$ cat src/rtl/node_pkg.sv
// Shared types for the streaming node blocks: skid buffer state and occupancy decode.
package node_pkg;

  typedef enum logic [1:0] {
    EMPTY = 2'd0,
    BUSY  = 2'd1,
    FULL  = 2'd2
  } skid_state_t;

  function automatic logic [1:0] occ_of(input skid_state_t s);
    case (s)
      BUSY:    occ_of = 2'd1;
      FULL:    occ_of = 2'd2;
      default: occ_of = 2'd0;
    endcase
  endfunction

endpackage

$ cat src/rtl/skid_buffer.sv
// Two-entry skid buffer: every output is a flop, so upstream and downstream
// timing paths are fully decoupled while still sustaining one word per cycle.
module skid_buffer
  import node_pkg::*;
#(
  parameter int WIDTH = 32
) (
  input  logic             clk,
  input  logic             rst,
  input  logic [WIDTH-1:0] data_in,
  input  logic             valid_up_in,
  output logic             ready_up_out,
  output logic [WIDTH-1:0] data_out,
  output logic             valid_down_out,
  input  logic             ready_down_in,
  output logic [1:0]       occupancy
);

  skid_state_t      state_q, state_d;
  logic [WIDTH-1:0] main_q, main_d;
  logic [WIDTH-1:0] skid_q, skid_d;
  logic             ready_q, valid_q;
  logic [1:0]       occ_q;
  logic             up_fire, down_fire;

  always_comb begin
    state_d   = state_q;
    main_d    = main_q;
    skid_d    = skid_q;
    up_fire   = valid_up_in & ready_q;
    down_fire = valid_q & ready_down_in;
    case (state_q)
      EMPTY: begin
        if (up_fire) begin
          main_d  = data_in;
          state_d = BUSY;
        end
      end
      BUSY: begin
        if (up_fire && down_fire) begin
          main_d = data_in;
        end else if (up_fire) begin
          skid_d  = data_in;
          state_d = FULL;
        end else if (down_fire) begin
          state_d = EMPTY;
        end
      end
      FULL: begin
        // ready is low here, so only the downstream side can move
        if (down_fire) begin
          main_d  = skid_q;
          state_d = BUSY;
        end
      end
      default: state_d = EMPTY;
    endcase
  end

  always_ff @(posedge clk) begin
    if (rst) begin
      state_q <= EMPTY;
      main_q  <= '0;
      skid_q  <= '0;
      ready_q <= 1'b0;
      valid_q <= 1'b0;
      occ_q   <= 2'd0;
    end else begin
      state_q <= state_d;
      main_q  <= main_d;
      skid_q  <= skid_d;
      ready_q <= (state_d != FULL);
      valid_q <= (state_d != EMPTY);
      occ_q   <= occ_of(state_d);
    end
  end

  assign ready_up_out   = ready_q;
  assign valid_down_out = valid_q;
  assign data_out       = main_q;
  assign occupancy      = occ_q;

endmodule

$ cat config.mk
export PLATFORM = sky130hd
export DESIGN_NAME = skid_buffer
export DESIGN_NICKNAME = d
export VERILOG_FILES = /design/src/rtl/node_pkg.sv /design/src/rtl/skid_buffer.sv
export SDC_FILE = /design/constraint.sdc
export NUM_CORES = 1
export LEC_CHECK = 0
export BUFFER_PORTS_ARGS = -buffer_cell sky130_fd_sc_hd__buf_2
export CAP_MARGIN = 40
export CORE_ASPECT_RATIO = 0.6
export CORE_MARGIN = 3
export CORE_UTILIZATION = 59
export DETAILED_ROUTE_END_ITERATION = 8
export MAX_ROUTING_LAYER = met4
export PLACE_DENSITY = 0.95
export SYNTH_ARGS = -nofsm -noshare
export SYNTH_HDL_FRONTEND = slang
export SYNTH_SLANG_ARGS = --single-unit
$ cat constraint.sdc
create_clock -name clk -period 4.1 [get_ports clk]
set_input_delay 0.615 -clock clk [delete_from_list [all_inputs] [get_ports clk]]
set_output_delay 0.615 -clock clk [all_outputs]
set_load 0.02 [all_outputs]
==> impl_results.md, run 1 <==
- Status: finished clean
- Clock Skews: 8.91 ps
- RSZ-0062 raised after global routing: false
- Row Count: 20
- Via-to-Cell Ratio: 6.12
- Final Setup Violations: 0
- Sequential share of the synthesized area: 41.2%
- GRT Resource Usage Total: 25.5%
- Hold Fails Final Rpt: 0
- Worst setup startpoint: state_q[1]
- Depth of the worst register-to-register path: 4
- Largest fanout on the critical path: 33
- Vias: 2786
- Initial antenna violation count: 0
- Clk_lat worst skew: 340 ps
- Reg-to-reg critical path startpoint: state_q[1]
- Power density over the cells: 417 nW/um^2
- Core ar.: 5310 sq um
- Final HPWL DP: 5090 microns
- Fin crit share: 56.2%
- Fill count: 411
- Remaining antenna violation count: 0
- Crit Path Category: reg2reg
- GPL Wtd Cong: 0.818
- Peak VDD IR: 0.279 mV
- Total Power: 1.62 mW
- Slew margin rel.: 53.4%
- TritonCTS Buffers: 9
- GR Overflow Total: 0
- Fmax: 0.434 GHz
- Detailed Routing Iterations Pass 1: 4
- Flop-to-flop setup slack: 1790 ps
- Syn nets: 358
- Synth-to-layout area growth: 14.0%
- Worst Hold Class: reg2reg
- Syn avg cell area: 10.6 sq um
- Setup tns final: 0 ps
- Synth unique cells: 28
- Final Util: 73.2%
- Hold_ws: 478 ps
- WP buf/inv: 1
- Worst slack, placed: 1590 ps
- Max-Cap Viols: 0
- DRC Markers: 0
- Nets: 409
- CTS H-tree lvls: 3
- Yosys reg bits: 70
- Setup ws final: 1790 ps
- CP endpoint kind: flip-flop
- Postcts setup bufs: 0
- Worst EP required: 4300 ps
- PostCTS Resize Cnt: 0
- RR Endpoint: data_out[29]
- Post-Route WL: 8000 microns
- Delay of the slowest critical-path stage: 670 ps
- First-pass GRT wire length: 13500 microns
- Longest Clk Path Bufs: 2
- Post-Synthesis Cells: 322
- Initial drt markers: 191
- Die Area: 6750 sq um
- Cell leakage power: 1.63 nW
- Maximum number of pins on one net before global-route repair: 41
- Clk slew on worst S/H paths: 70 ps
- Fraction of layout cells with a size suffix above 1: 41.8%
- Worst Tran Pin Value: 695 ps
- Die Span Y: 64.8 microns
- Cell Chain, Critical Path: nand3b_2 -> o22ai_4 -> buf_4 -> a211oi_1
- Sink Count: 70
- CTS tree: yes
- Levels on crit path: 4
- Vias in the first global route: 2696
- PortBufs: 71
- Initial core utilization: 64.2%
- CP Launch Type: flip-flop
- CTS root buffer: clkbuf_8
- Worst setup path endpoint: data_out[29]
- Width of the die: 104 microns
- Hold buffer count at cts: 0
- Crit-path slowest cell: nand3b_2
- Critical path's top delay family: simple AND/OR/NAND/NOR gates
- ANT cells: 0
- Ports: 72
- Crit path time final: 2310 ps
- Yosys warning count: 0
- Post-Syn Area: 3400 sq um
- Worst EP arrival: 2510 ps
- Final Max Slew Viols: 0
- Wire per inst: 17.6 microns
## layout by cell type, fill, tap and decap left out, drive strengths merged
| master | instances |
|---|---|
| and3b | 1 |
| a21boi | 1 |
| a21bo | 1 |
| bufinv | 1 |
| a21oi | 33 |
| clkinv | 3 |
| buf | 79 |
| nand3b | 1 |
| nor4bb | 2 |
| mux2i | 32 |
| nand2b | 1 |
| o22ai | 1 |
| nor2b | 2 |
| a211oi | 64 |
| and4b | 1 |
| nand4 | 1 |
| a22oi | 1 |
| nand2 | 2 |
| dfxtp | 70 |
| nand3 | 32 |
| a21o | 1 |
| nor3b | 1 |
| clkbuf | 12 |
| nor2 | 2 |
| o21ai | 33 |
## synthesized netlist by cell type
| cell | n | area, sq um |
|---|---|---|
| a21bo_1 | 1 | 10.0 |
| buf_2 | 9 | 45.0 |
| nor4bb_1 | 2 | 20.0 |
| nand3_1 | 32 | 160 |
| a211oi_2 | 57 | 713 |
| dfxtp_1 | 70 | 1400 |
| nand4_1 | 1 | 6.26 |
| nand2b_1 | 1 | 6.26 |
| a21oi_1 | 33 | 165 |
| a21boi_4 | 1 | 18.8 |
| nand2_1 | 2 | 7.51 |
| o22ai_2 | 1 | 12.5 |
| a22oi_1 | 1 | 7.51 |
| o21ai_1 | 8 | 40.0 |
| nand3b_2 | 1 | 11.3 |
| nor2b_1 | 2 | 12.5 |
| a211oi_1 | 7 | 52.6 |
| buf_4 | 4 | 30.0 |
| buf_6 | 13 | 146 |
| clkbuf_1 | 11 | 41.3 |
| a21o_1 | 1 | 7.51 |
| nor3b_1 | 1 | 7.51 |
| and3b_1 | 1 | 8.76 |
| clkbuf_2 | 2 | 10.0 |
| o21ai_0 | 25 | 125 |
| and4b_1 | 1 | 10.0 |
| mux2i_1 | 32 | 320 |
| nor2_1 | 2 | 7.51 |
## power breakdown
part           switching, mW  internal [mW]
clock                  0.248          0.311
combinational          0.193          0.120
sequential            0.0277          0.719
## tightest hold or removal path, cell delays in order, from the launching register on
cell and delay, ps:
dfxtp_1 310, o21ai_0 60, a21oi_1 60
## sequential cells by signal (all words and copies together), names as in the netlist
| register | flops |
|---|---|
| data_out | 32 |
| occupancy | 2 |
| ready_up_out | 1 |
| skid_q | 32 |
| state_q | 2 |
| valid_down_out | 1 |
## layer usage
metal / track usage [%] / vias to the layer above / share of wire (%)
li1: - / 1314 / -
met1: 31.3 / 1359 / 44
met2: 40.7 / 107 / 47
met3: 8.86 / 6 / 8.8
met4: 6.30 / 0 / 0.53
met5: - / - / 0
## final cells by class
| cell class | instances | area, sq um | area share, % |
|---|---|---|---|
| clock inverters | 4 | 45.0 | 1.16 |
| clock buffers | 12 | 155 | 4.00 |
| flip-flops and latches | 70 | 1400 | 36.1 |
| repair buffers | 79 | 440 | 11.3 |
| well taps | 77 | 96.3 | 2.48 |
| multi-input cells | 213 | 1740 | 44.9 |
## worst min path at each step
stage / startpoint / end / cells after the start
final: skid_q[14] / skid_q[14] / 2
after detailed placement: skid_q[14] / skid_q[14] / 2
after CTS: skid_q[14] / skid_q[14] / 2
after global placement: skid_q[2] / skid_q[2] / 2
after global routing: skid_q[12] / skid_q[12] / 2
after floorplan: skid_q[0] / skid_q[0] / 2
## logic make-up after synthesis
logic type,count (synthesis),share of synthesized area (%)
simple gates,46,7.57
flops,70,41.2
mux,32,9.41
buf+inv,39,8.01
compound gates,135,33.8
## per-stage QoR
step                      cells  area (sq um)
after floorplan             322          3400
after global placement      437          3640
after detailed placement    439          3680
after CTS                   455          3880
after global routing        455          3880
final                       455          3880
(Power assumes the default switching activity.)
==> run 2, diff against run 1 <==
CORE_UTILIZATION = 49   (was 59)
PLACE_DENSITY = 0.87   (was 0.95)
clock period = 2.1 ns   (was 4.1 ns; I/O delays follow)
==> run 2 against run 1 <==
  * Setup slack worse by 1300 ps
  * Highest routed layer unchanged
  * Critical path type unchanged
  * Die area up 19%
  * Critical path depth unchanged
  * Critical endpoint is now data_out[30]
  * Clock power rose to 3.2 times the previous value
  * Maximum frequency up 43%
  * First-iteration DRC count up 46%
  * Global-route usage down 4.0 points
==> impl_results.md, run 2 (synthesis gave the netlist of run 1 again) <==
- Initial drt markers: 279
- Power density over the cells: 946 nW/um^2
- Worst Tran Pin Value: 425 ps
- Placed cells: 449
- Longest Clk Path Bufs: 2
- ANT cells: 0
- Ports: 72
- Crit path time final: 1610 ps
- Multi-input logic area: 1740 sq um
- Sequential Power Share: 37.6%
- Hold Fails Final Rpt: 0
- Reg area: 1400 sq um
- Power share of the clock group: 46.2%
- Via-to-Cell Ratio: 5.94
- GPL Wtd Cong: 0.808
- Most common cell after layout, fill and taps aside: buf_2
- First-pass GRT wire length: 13400 microns
- Initial core utilization: 53.1%
- CTS tree: yes
- Fin crit share: 76.7%
- Final Setup Violations: 0
- Clk_lat worst skew: 340 ps
- GR Overflow Total: 0
- CTS H-tree lvls: 3
- RSZ-0062 raised after global routing: false
- Vias: 2760
- Delay of the slowest critical-path stage: 450 ps
- Hold buffer count at cts: 0
- Row Count: 22
- Hold_ws: 239 ps
- Wire per inst: 17.5 microns
- Pint: 2.86 mW
- Setup tns final: 0 ps
- Sink Count: 70
- Worst Hold Class: in2reg
- Final Util: 64.0%
- Logic pwr share: 16.2%
- CP Launch Type: flip-flop
- Fraction of layout cells with a size suffix above 1: 42.5%
- CP dominant cell by count: a211oi_1
- GRT Resource Usage Total: 21.5%
- PostCTS Resize Cnt: 0
- Cell Chain, Critical Path: a21bo_2 -> buf_12 -> a211oi_1 -> a211oi_1
- Critical path's top delay family: compound AO/OA/AOI/OAI gates
- Width of the die: 114 microns
- Largest fanout on the critical path: 34
- Non-filler instance count after layout: 465
- TritonCTS Buffers: 9
- Clk slew on worst S/H paths: 60 ps
- Core ar.: 6410 sq um
- Flop-to-flop setup slack: 490 ps
- Cell leakage power: 1.72 nW
- Most frequent cells in the layout: buf_2 (71), dfxtp_1 (70), a211oi_2 (57), a21oi_1 (33)
- Crit Path Category: reg2reg
- WP buf/inv: 1
- NetSw: 1.02 mW
- Synth-to-layout area growth: 20.6%
- Initial antenna violation count: 0
- Maximum number of pins on one net before global-route repair: 61
- Fill count: 506
- Slew margin rel.: 71.7%
- Crit-path slowest cell: dfxtp_1
- Peak VDD IR: 0.418 mV
- DRC Markers: 0
- Remaining antenna violation count: 0
- Sw frac: 26.4%
- Worst EP arrival: 1850 ps
- CP endpoint kind: flip-flop
- Die Area: 8020 sq um
- Fmax: 0.621 GHz
- PortBufs: 71
- Final Max Slew Viols: 0
- Vias in the first global route: 2614
- Placed cell areas: 3750 sq um
- Clock Skews: 8.83 ps
- Max-Cap Viols: 0
- Status: finished clean
- Die Span Y: 70.6 microns
- Worst EP required: 2340 ps
- CTS root buffer: clkbuf_16
- Post-Route WL: 8120 microns
- Detailed Routing Iterations Pass 1: 4
- Postcts setup bufs: 0
- Post-Layout Inst Area: 4110 sq um
- Nets: 412
- Final HPWL DP: 5160 microns
[run 2: layout make-up]
cell class	instances	share of cell area [%]
multi-input cells	213	42.5
clock inverters	6	2.83
clock buffers	10	5.82
repair buffers	82	12.2
well taps	84	2.56
flip-flops and latches	70	34.1
[run 2: worst paths after layout]
kind	from	end	cells after the start
max	valid_down_out	data_out[30]	4
min	data_in[29]	skid_q[29]	3
max reg2reg	valid_down_out	data_out[30]	4
min reg2reg	skid_q[0]	skid_q[0]	2
[run 2: worst register-to-register path, delay by kind of cell (launching register included)]
kind / cells / cell delay, ps
AO/OA/AOI/OAI: 3 / 800
buffers and inverters: 1 / 270
flip-flops: 1 / 450
[run 2: metal layers]
layer	vias to the layer above	routed length (microns)	GRT usage [%]
li1	1320	-	-
met1	1331	3900	30.2
met2	101	3500	29.5
met3	8	642	7.09
met4	0	79	5.47
met5	-	0	-
[run 2: stage by stage]
step	total power, mW	setup slack (ps)
after floorplan	1.95	725
after global placement	2.10	557
after detailed placement	2.12	491
after CTS	3.91	492
after global routing	4.03	394
final	3.88	489
[run 2: power groups by stage]
stage / sequential, mW / combinational (mW) / clock (mW)
3_3_place_gp: 1.48 / 0.619 / 0
5_1_grt: 1.47 / 0.677 / 1.88
4_1_cts: 1.46 / 0.633 / 1.82
3_5_place_dp: 1.49 / 0.633 / 0
6_report: 1.46 / 0.630 / 1.79
2_1_floorplan: 1.55 / 0.393 / 0
